$ cat src/rtl/elevator_motion_controller.sv
// elevator_motion_controller: SCAN elevator FSM; in upcall/downcall/floor_btn/open_btn, out floor/status/dir_up/door_open
module elevator_motion_controller #(
  parameter int MOVE_CYCLES = 4,
  parameter int DOOR_CYCLES = 3,
  parameter int CNT_W = 4
) (
  input  logic       clk,
  input  logic       rst,
  input  logic [7:0] upcall,
  input  logic [7:0] downcall,
  input  logic [7:0] floor_btn,
  input  logic       open_btn,
  output logic [2:0] floor,
  output logic [3:0] status,
  output logic       dir_up,
  output logic       door_open
);
  typedef enum logic [3:0] {
    IDLE       = 4'd0,
    MOVE_UP    = 4'd1,
    MOVE_DOWN  = 4'd2,
    ARRIVE     = 4'd3,
    DOOR_OPEN  = 4'd7,
    DOOR_CLOSE = 4'd8
  } state_t;
  state_t state_q, state_d;
  logic [2:0] floor_q, floor_d;
  logic dir_q, dir_d;
  logic [CNT_W-1:0] cnt_q, cnt_d;
  logic [7:0] req;
  logic above, below, here, ahead, stop;
  always_comb begin
    req = upcall | downcall | floor_btn;
    above = |(req & (8'hFE << floor_q));
    below = |(req & ~(8'hFF << floor_q));
    here = req[floor_q];
    ahead = dir_q ? above : below;
    stop = floor_btn[floor_q] | (dir_q & upcall[floor_q]) | (!dir_q & downcall[floor_q]) | (here & !ahead);
    state_d = state_q;
    floor_d = floor_q;
    dir_d = dir_q;
    cnt_d = '0;
    case (state_q)
      IDLE, DOOR_CLOSE: begin
        if (here) state_d = DOOR_OPEN;
        else if (above || below) begin
          dir_d = (above && below) ? dir_q : above;
          state_d = dir_d ? MOVE_UP : MOVE_DOWN;
        end else state_d = IDLE;
      end
      MOVE_UP, MOVE_DOWN: begin
        if (cnt_q == CNT_W'(MOVE_CYCLES - 1)) begin
          floor_d = (state_q == MOVE_UP) ? floor_q + 3'd1 : floor_q - 3'd1;
          state_d = ARRIVE;
        end else cnt_d = cnt_q + 1'b1;
      end
      ARRIVE: state_d = stop ? DOOR_OPEN : ahead ? (dir_q ? MOVE_UP : MOVE_DOWN) : IDLE;
      DOOR_OPEN: begin
        if (!open_btn) begin
          if (cnt_q == CNT_W'(DOOR_CYCLES - 1)) state_d = DOOR_CLOSE;
          else cnt_d = cnt_q + 1'b1;
        end
      end
      default: state_d = IDLE;
    endcase
  end
  always_ff @(posedge clk) begin
    if (!rst) begin
      state_q <= IDLE;
      floor_q <= '0;
      dir_q <= 1'b1;
      cnt_q <= '0;
    end else begin
      state_q <= state_d;
      floor_q <= floor_d;
      dir_q <= dir_d;
      cnt_q <= cnt_d;
    end
  end
  assign floor = floor_q;
  assign status = state_q;
  assign dir_up = dir_q;
  assign door_open = state_q == DOOR_OPEN;
endmodule

$ cat config.mk
export PLATFORM = sky130hd
export DESIGN_NAME = elevator_motion_controller
export DESIGN_NICKNAME = d
export VERILOG_FILES = /design/src/rtl/elevator_motion_controller.sv
export SDC_FILE = /design/constraint.sdc
export NUM_CORES = 1
export LEC_CHECK = 0
export ABC_AREA = 1
export ABC_CLOCK_PERIOD_IN_PS = 1960
export CORE_UTILIZATION = 48
export CTS_CLUSTER_SIZE = 25
export DETAILED_ROUTE_END_ITERATION = 10
export HOLD_SLACK_MARGIN = 0.03
export PLACE_DENSITY = 0.8
export SETUP_SLACK_MARGIN = 0.2
export SLEW_MARGIN = 40
export SYNTH_ARGS = -nofsm -noshare
export SYNTH_HDL_FRONTEND = slang
export SYNTH_SLANG_ARGS = --single-unit
$ cat constraint.sdc
create_clock -name clk -period 1.96 [get_ports clk]
set_input_delay 0.392 -clock clk [delete_from_list [all_inputs] [get_ports clk]]
set_output_delay 0.392 -clock clk [all_outputs]
set_load 0.01 [all_outputs]
==> impl_metrics.tcl, run 1 <==
set metrics [dict create \
    status "completed" \
    syn_to_final_growth_pct 40.2 \
    synth_warnings 0 \
    clkLatencyLatePin_ns 0.28 \
    start_util_pct 51.3 \
    min_period_over_period_pct 92.5 \
    worstMarginPinSlew_ns 0.266 \
    placed_cell_area_mm2 0.00166 \
    rsz0062_at_grt "true" \
    cts.sinks 12 \
    powerDensity_mw_per_mm2 678 \
    post_drt_wl_per_cell_um 11.9 \
    fmax_ghz 0.551 \
    fin_crit_ns 1.81 \
    relSlewSlack_pct 82.3 \
    wl_mm 3.68 \
    clockRootBuffer "clkbuf_4" \
    clk_pin_slew_worst_paths_ns 0.08 \
    finalSetupTns_ns 0 \
    grt_start_max_net_pins 13 \
    hold_path.class "flip-flop to flip-flop" \
    grt_pass1_wl_mm 5.59 \
    ant_nets 0 \
    gp_congestion 0.899 \
    synthesis.area_mm2 0.00129 \
    row_count 18 \
    hold_ws_ns 0.530 \
    dieWidth_um 53.9 \
    critPathKind "flip-flop to flip-flop" \
    hold_buffers 0 \
    drv_cap 0 \
    clock-skew-final_ns 0.00278 \
    drt_pass1_iterations 4 \
    finalSetupViolCount 0 \
    irDropWorstVdd_mv 1.03 \
    dp.final_hpwl_mm 2.71 \
    viasPerCell 5.12 \
    worstSetupEndpointType "flip-flop" \
    start_kind "flip-flop" \
    n_antenna_cell 0 \
    cts_tree "yes" \
    overflow 0 \
    critPathMaxFanout 4 \
    grt_usage_pct 26.4 \
    routed-via-count 1583 \
    leakagePower_uw 0.000940 \
    r2r_cells 8 \
    ios 36 \
    syn_nets 268 \
    die_area_mm2 0.00291 \
    numCtsBuffers 3 \
    worstPathArrival_ns 2.02 \
    drc 0 \
    htreeDepth 1 \
    holdPathStages 1 \
    yosysSeqAreaShare_pct 18.6 \
    ys_ff_latch 12 \
    first_global_vias 1338 \
    ys_types 27 \
    syn_inst 237 \
    nets 311 \
    drt_iter0_markers 50 \
    antenna_found_initial 0 \
    worst_ep_required_time_ns 2.17 \
    clock_path_buffers 2 \
    place.port_buffers 35 \
    avgSynthCellArea_um2 5.46 \
    die_h_um 53.9 \
    fp.coreArea_mm2 0.00252 \
    drive_gt1_share_pct 17.6 \
    postLayoutCellArea_mm2 0.00181 \
    hold_viol 0 \
    final_core_utilization_pct 71.9 \
    final_max_slew_viol_count 0 \
]
[repair_timing]
action                     in CTS  in global routing
resized for setup               9                 33
setup buffers                   0                  4
setup endpoints to repair       8                  6
cloned                          0                  0
pin swaps                       0                 16
[power by group]
part | internal [uW] | switching (uW)
Clock | 113 | 90.3
Combinational | 284 | 400
Sequential | 287 | 55.1
Total | 685 | 545
[worst paths after layout]
path                                 from       end  slack, ns
worst max-delay path            status[2]  floor[2]       0.15
worst max register to register  status[2]  floor[2]       0.15
worst min-delay path             cnt_q[0]  cnt_q[0]       0.53
worst min register to register   cnt_q[0]  cnt_q[0]       0.53
[metal layers]
layer  global-route usage (%)  up-vias  part of all wire, %
met5                        0        -                    0
met3                     5.08        2                  4.6
met4                     5.26        0                 0.46
met1                     35.2      706                   47
li1                         -      835                    -
met2                     43.8       40                   48
[cell type report]
cell class,instances,area [um^2]
clock buffer,4,36.3
fill,219,708
inverter,34,135
multi-input combinational,187,931
sequential,12,253
tap,30,37.5
timing repair buffer,42,422
[cell usage in the layout, fill, tap and decap left out]
master	count
nand3_2	1
nor3_2	1
o21ai_0	11
dfxtp_2	4
or2_0	1
nand4_1	3
dfxtp_4	2
or2_2	1
nand3_1	21
dlymetal6s2s_1	6
inv_4	3
xnor2_1	1
inv_2	2
nor2_2	10
o21ai_1	4
inv_1	29
buf_4	5
nor3_1	3
o22ai_1	1
nor4_1	2
a21oi_1	11
clkbuf_4	3
or2_4	1
dlygate4sd2_1	3
nor3_4	1
nor3b_1	1
dfxtp_1	6
fa_2	1
nand2_2	9
nor2_4	2
clkbuf_8	1
buf_6	2
nor2_1	23
nand2_1	75
clkdlybuf4s50_1	26
ha_1	3
[synthesized netlist by cell type]
| cell | count | area [um^2] |
|---|---|---|
| nand2_1 | 79 | 297 |
| inv_1 | 31 | 116 |
| nor2_1 | 30 | 113 |
| nand3_1 | 22 | 110 |
| o21ai_0 | 14 | 70.1 |
| dfxtp_1 | 12 | 240 |
| a21oi_1 | 11 | 55.1 |
| nand2_2 | 5 | 31.3 |
| nor3_1 | 4 | 20.0 |
| buf_6 | 3 | 33.8 |
| ha_1 | 3 | 37.5 |
| nand4_1 | 3 | 18.8 |
| nor2_2 | 3 | 18.8 |
| inv_2 | 2 | 7.51 |
| nor2_4 | 2 | 22.5 |
| nor4_1 | 2 | 12.5 |
| buf_4 | 1 | 7.51 |
| fa_1 | 1 | 20.0 |
| inv_4 | 1 | 6.26 |
| nor3_2 | 1 | 10.0 |
| nor3b_1 | 1 | 7.51 |
| o21ai_1 | 1 | 5.00 |
| o22ai_1 | 1 | 6.26 |
| or2_0 | 1 | 6.26 |
| or2_1 | 1 | 6.26 |
| or2_2 | 1 | 6.26 |
| xnor2_1 | 1 | 8.76 |
[registers in the layout, indices dropped and copies added (netlist names)]
name and count:
status 4, floor 3, dir_up 1, cnt_q 4
[metrics by stage]
| step | instances | total power [uW] | worst slack [ns] |
|---|---|---|---|
| 5_1_grt | 309 | 1340 | 0.0691 |
| 4_1_cts | 305 | 1180 | 0.0932 |
| 3_3_place_gp | 301 | 950 | 0.0170 |
| 3_5_place_dp | 301 | 955 | -0.00470 |
| 2_1_floorplan | 237 | 746 | 0.279 |
| 6_report | 309 | 1230 | 0.146 |
[cell families after synthesis]
kind of cell,count (synthesis),synth area share (%)
AO/OA/AOI/OAI,27,10.5
adder cells (fa/ha/maj),4,4.45
flip-flops,12,18.6
XOR/XNOR,1,0.677
buffers and inverters,38,13.2
AND/OR/NAND/NOR,155,52.5
[worst max-delay path, cell delays in order, from the launching register on]
cell     delay [ns]
dfxtp_2        0.34
or2_4          0.27
nor3_4         0.21
inv_2          0.08
fa_2           0.36
or2_0          0.21
nand3_1        0.09
o21ai_1        0.06
a21oi_1        0.11
Note: power is estimated with default switching activity, not from simulation.
==> run 2, diff against run 1 <==
--- a/config.mk
+++ b/config.mk
@@ -7,6 +7,7 @@
 export LEC_CHECK = 0
 export ABC_AREA = 1
 export ABC_CLOCK_PERIOD_IN_PS = 1960
+export CORE_ASPECT_RATIO = 1.75
 export CORE_UTILIZATION = 48
 export CTS_CLUSTER_SIZE = 25
 export DETAILED_ROUTE_END_ITERATION = 10
==> run 2 against run 1 <==
Effect of this change: utilization is 6.2 points higher; non-clock buffer count up 8; via count grew 8.6%; die area rose by 0.28%; sequential power about the same; combinational power rose by 22%; highest routed layer unchanged; largest power group unchanged.
==> impl_metrics.tcl, run 2 (synthesis gave the netlist of run 1 again) <==
set metrics [dict create \
    status "completed" \
    max_stage_delay_ns 0.34 \
    ios 36 \
    fp.coreArea_mm2 0.00252 \
    power_uw 1470 \
    fin_crit_ns 1.71 \
    gp_congestion 0.833 \
    relSlewSlack_pct 81.6 \
    critPathKind "flip-flop to flip-flop" \
    grt_start_max_net_pins 13 \
    cts.sinks 12 \
    n_antenna_cell 0 \
    wl_met3_um 239 \
    rsz0062_at_grt "true" \
    die_area_mm2 0.00291 \
    worstMarginPinSlew_ns 0.276 \
    cts_tree "yes" \
    hold_buffers 0 \
    clk_pin_slew_worst_paths_ns 0.06 \
    p_clk_share_pct 19.8 \
    clock-skew-final_ns 0.00356 \
    grt_pass1_wl_mm 6.27 \
    top_layer_used "met4" \
    antenna_found_initial 0 \
    worstSetupEndpointType "flip-flop" \
    holdPathStages 1 \
    wl_met2_mm 2.42 \
    cp_slowest_cell "fa_2" \
    drive_gt1_share_pct 26.1 \
    viasPerCell 5.49 \
    worstPathArrival_ns 1.90 \
    leakagePower_uw 0.00114 \
    drt_iter0_markers 81 \
    hold_path.class "flip-flop to flip-flop" \
    overflow 0 \
    row_count 24 \
    cp_cell_sequence "or2_4, nor3_4, inv_2, fa_2, or2_0, nand3_1, o21ai_1, a21oi_1" \
    fmax_ghz 0.583 \
    finalSetupViolCount 0 \
    routed-via-count 1719 \
    seqPwrFrac_pct 23.3 \
    drc 0 \
    final_max_slew_viol_count 0 \
    grt_usage_pct 30.6 \
    drt_pass1_iterations 4 \
    crit_cells 8 \
    irDropWorstVdd_mv 0.910 \
    worst_ep_required_time_ns 2.15 \
    postLayoutCellArea_mm2 0.00197 \
    start_util_pct 51.3 \
    place.port_buffers 35 \
    htreeDepth 1 \
    p_int_uw 834 \
    ant_nets 0 \
    wl_mm 4.31 \
    clockRootBuffer "clkbuf_8" \
    cp_top_family "simple AND/OR/NAND/NOR gates" \
    first_global_vias 1559 \
    nets 319 \
    powerDensity_mw_per_mm2 744 \
    min_period_over_period_pct 87.4 \
    dieWidth_um 41.2 \
    hold_viol 0 \
    sw_frac_of_total_pct 43.1 \
    layout_common_cells "66 x nand2_1, 24 x dlymetal6s2s_1, 22 x inv_1, 22 x nor2_1, 20 x nand3_1" \
    die_h_um 70.7 \
    numCtsBuffers 3 \
    final_common_cell "nand2_1" \
    fillerInstances 203 \
    p_comb_share_pct 57.0 \
    drv_cap 0 \
    r2r_cells 8 \
    placed_cell_area_mm2 0.00167 \
    clkLatencyLatePin_ns 0.26 \
    p_sw_uw 633 \
    post_drt_wl_per_cell_um 13.8 \
    start_kind "flip-flop" \
    clock_path_buffers 2 \
    met1_length_mm 1.47 \
    worst-path-buf-inv 1 \
    dp.final_hpwl_mm 2.95 \
    syn_to_final_growth_pct 52.3 \
    critPathMaxFanout 4 \
]
## run 2: changes by cell type in the layout (fill, tap and decap cells not counted), sizes merged
cell,delta
dlymetal6s2s,+18
clkdlybuf4s50,-16
buf,+8
dlygate4sd2,-2
## run 2: what timing repair did
action,CTS,global route
resized for setup,6,70
cloned,0,1
setup buffers,1,8
endpoints found under the setup margin,4,8
pin swaps,2,31
## run 2: power by group through the flow
stage / sequential, uW / combinational [uW] / clock, uW
3_3_place_gp: 332 / 630 / 0
4_1_cts: 333 / 669 / 281
2_1_floorplan: 338 / 408 / 0
5_1_grt: 352 / 927 / 299
6_report: 341 / 835 / 290
3_5_place_dp: 333 / 643 / 0
## run 2: final cells by class
| cell class | instances | area [um^2] | area share (%) |
|---|---|---|---|
| Tap cell | 26 | 32.5 | 1.65 |
| Inverter | 34 | 133 | 6.73 |
| Sequential cell | 12 | 248 | 12.6 |
| Clock buffer | 4 | 55.1 | 2.79 |
| Timing Repair Buffer | 50 | 527 | 26.7 |
| Multi-Input combinational cell | 187 | 976 | 49.5 |
## run 2: per-layer routing
layer,vias up,track usage [%]
met5,-,0
met3,19,8.46
met1,766,27.4
met4,0,25.4
met2,82,50.5
li1,852,-
## run 2: path summary, 6_finish.rpt
check                           startpoint        to  slack, ns
worst max-delay path             status[2]  floor[2]       0.25
worst min-delay path              cnt_q[0]  cnt_q[0]       0.52
worst max register to register   status[2]  floor[2]       0.25
worst min register to register    cnt_q[0]  cnt_q[0]       0.52
## run 2: per-stage QoR
stage                     worst slack [ns]  hold slack, ns  utilization (%)  cells  setup TNS (ns)
after global placement            -0.00690           0.507             66.3    299        -0.00690
after detailed placement           -0.0484           0.512             66.3    299         -0.0645
after global routing                 0.165           0.578             78.1    313               0
after CTS                            0.196           0.521             69.2    304               0
after floorplan                      0.279           0.476                -    237               0
final                                0.246           0.521             78.1    313               0
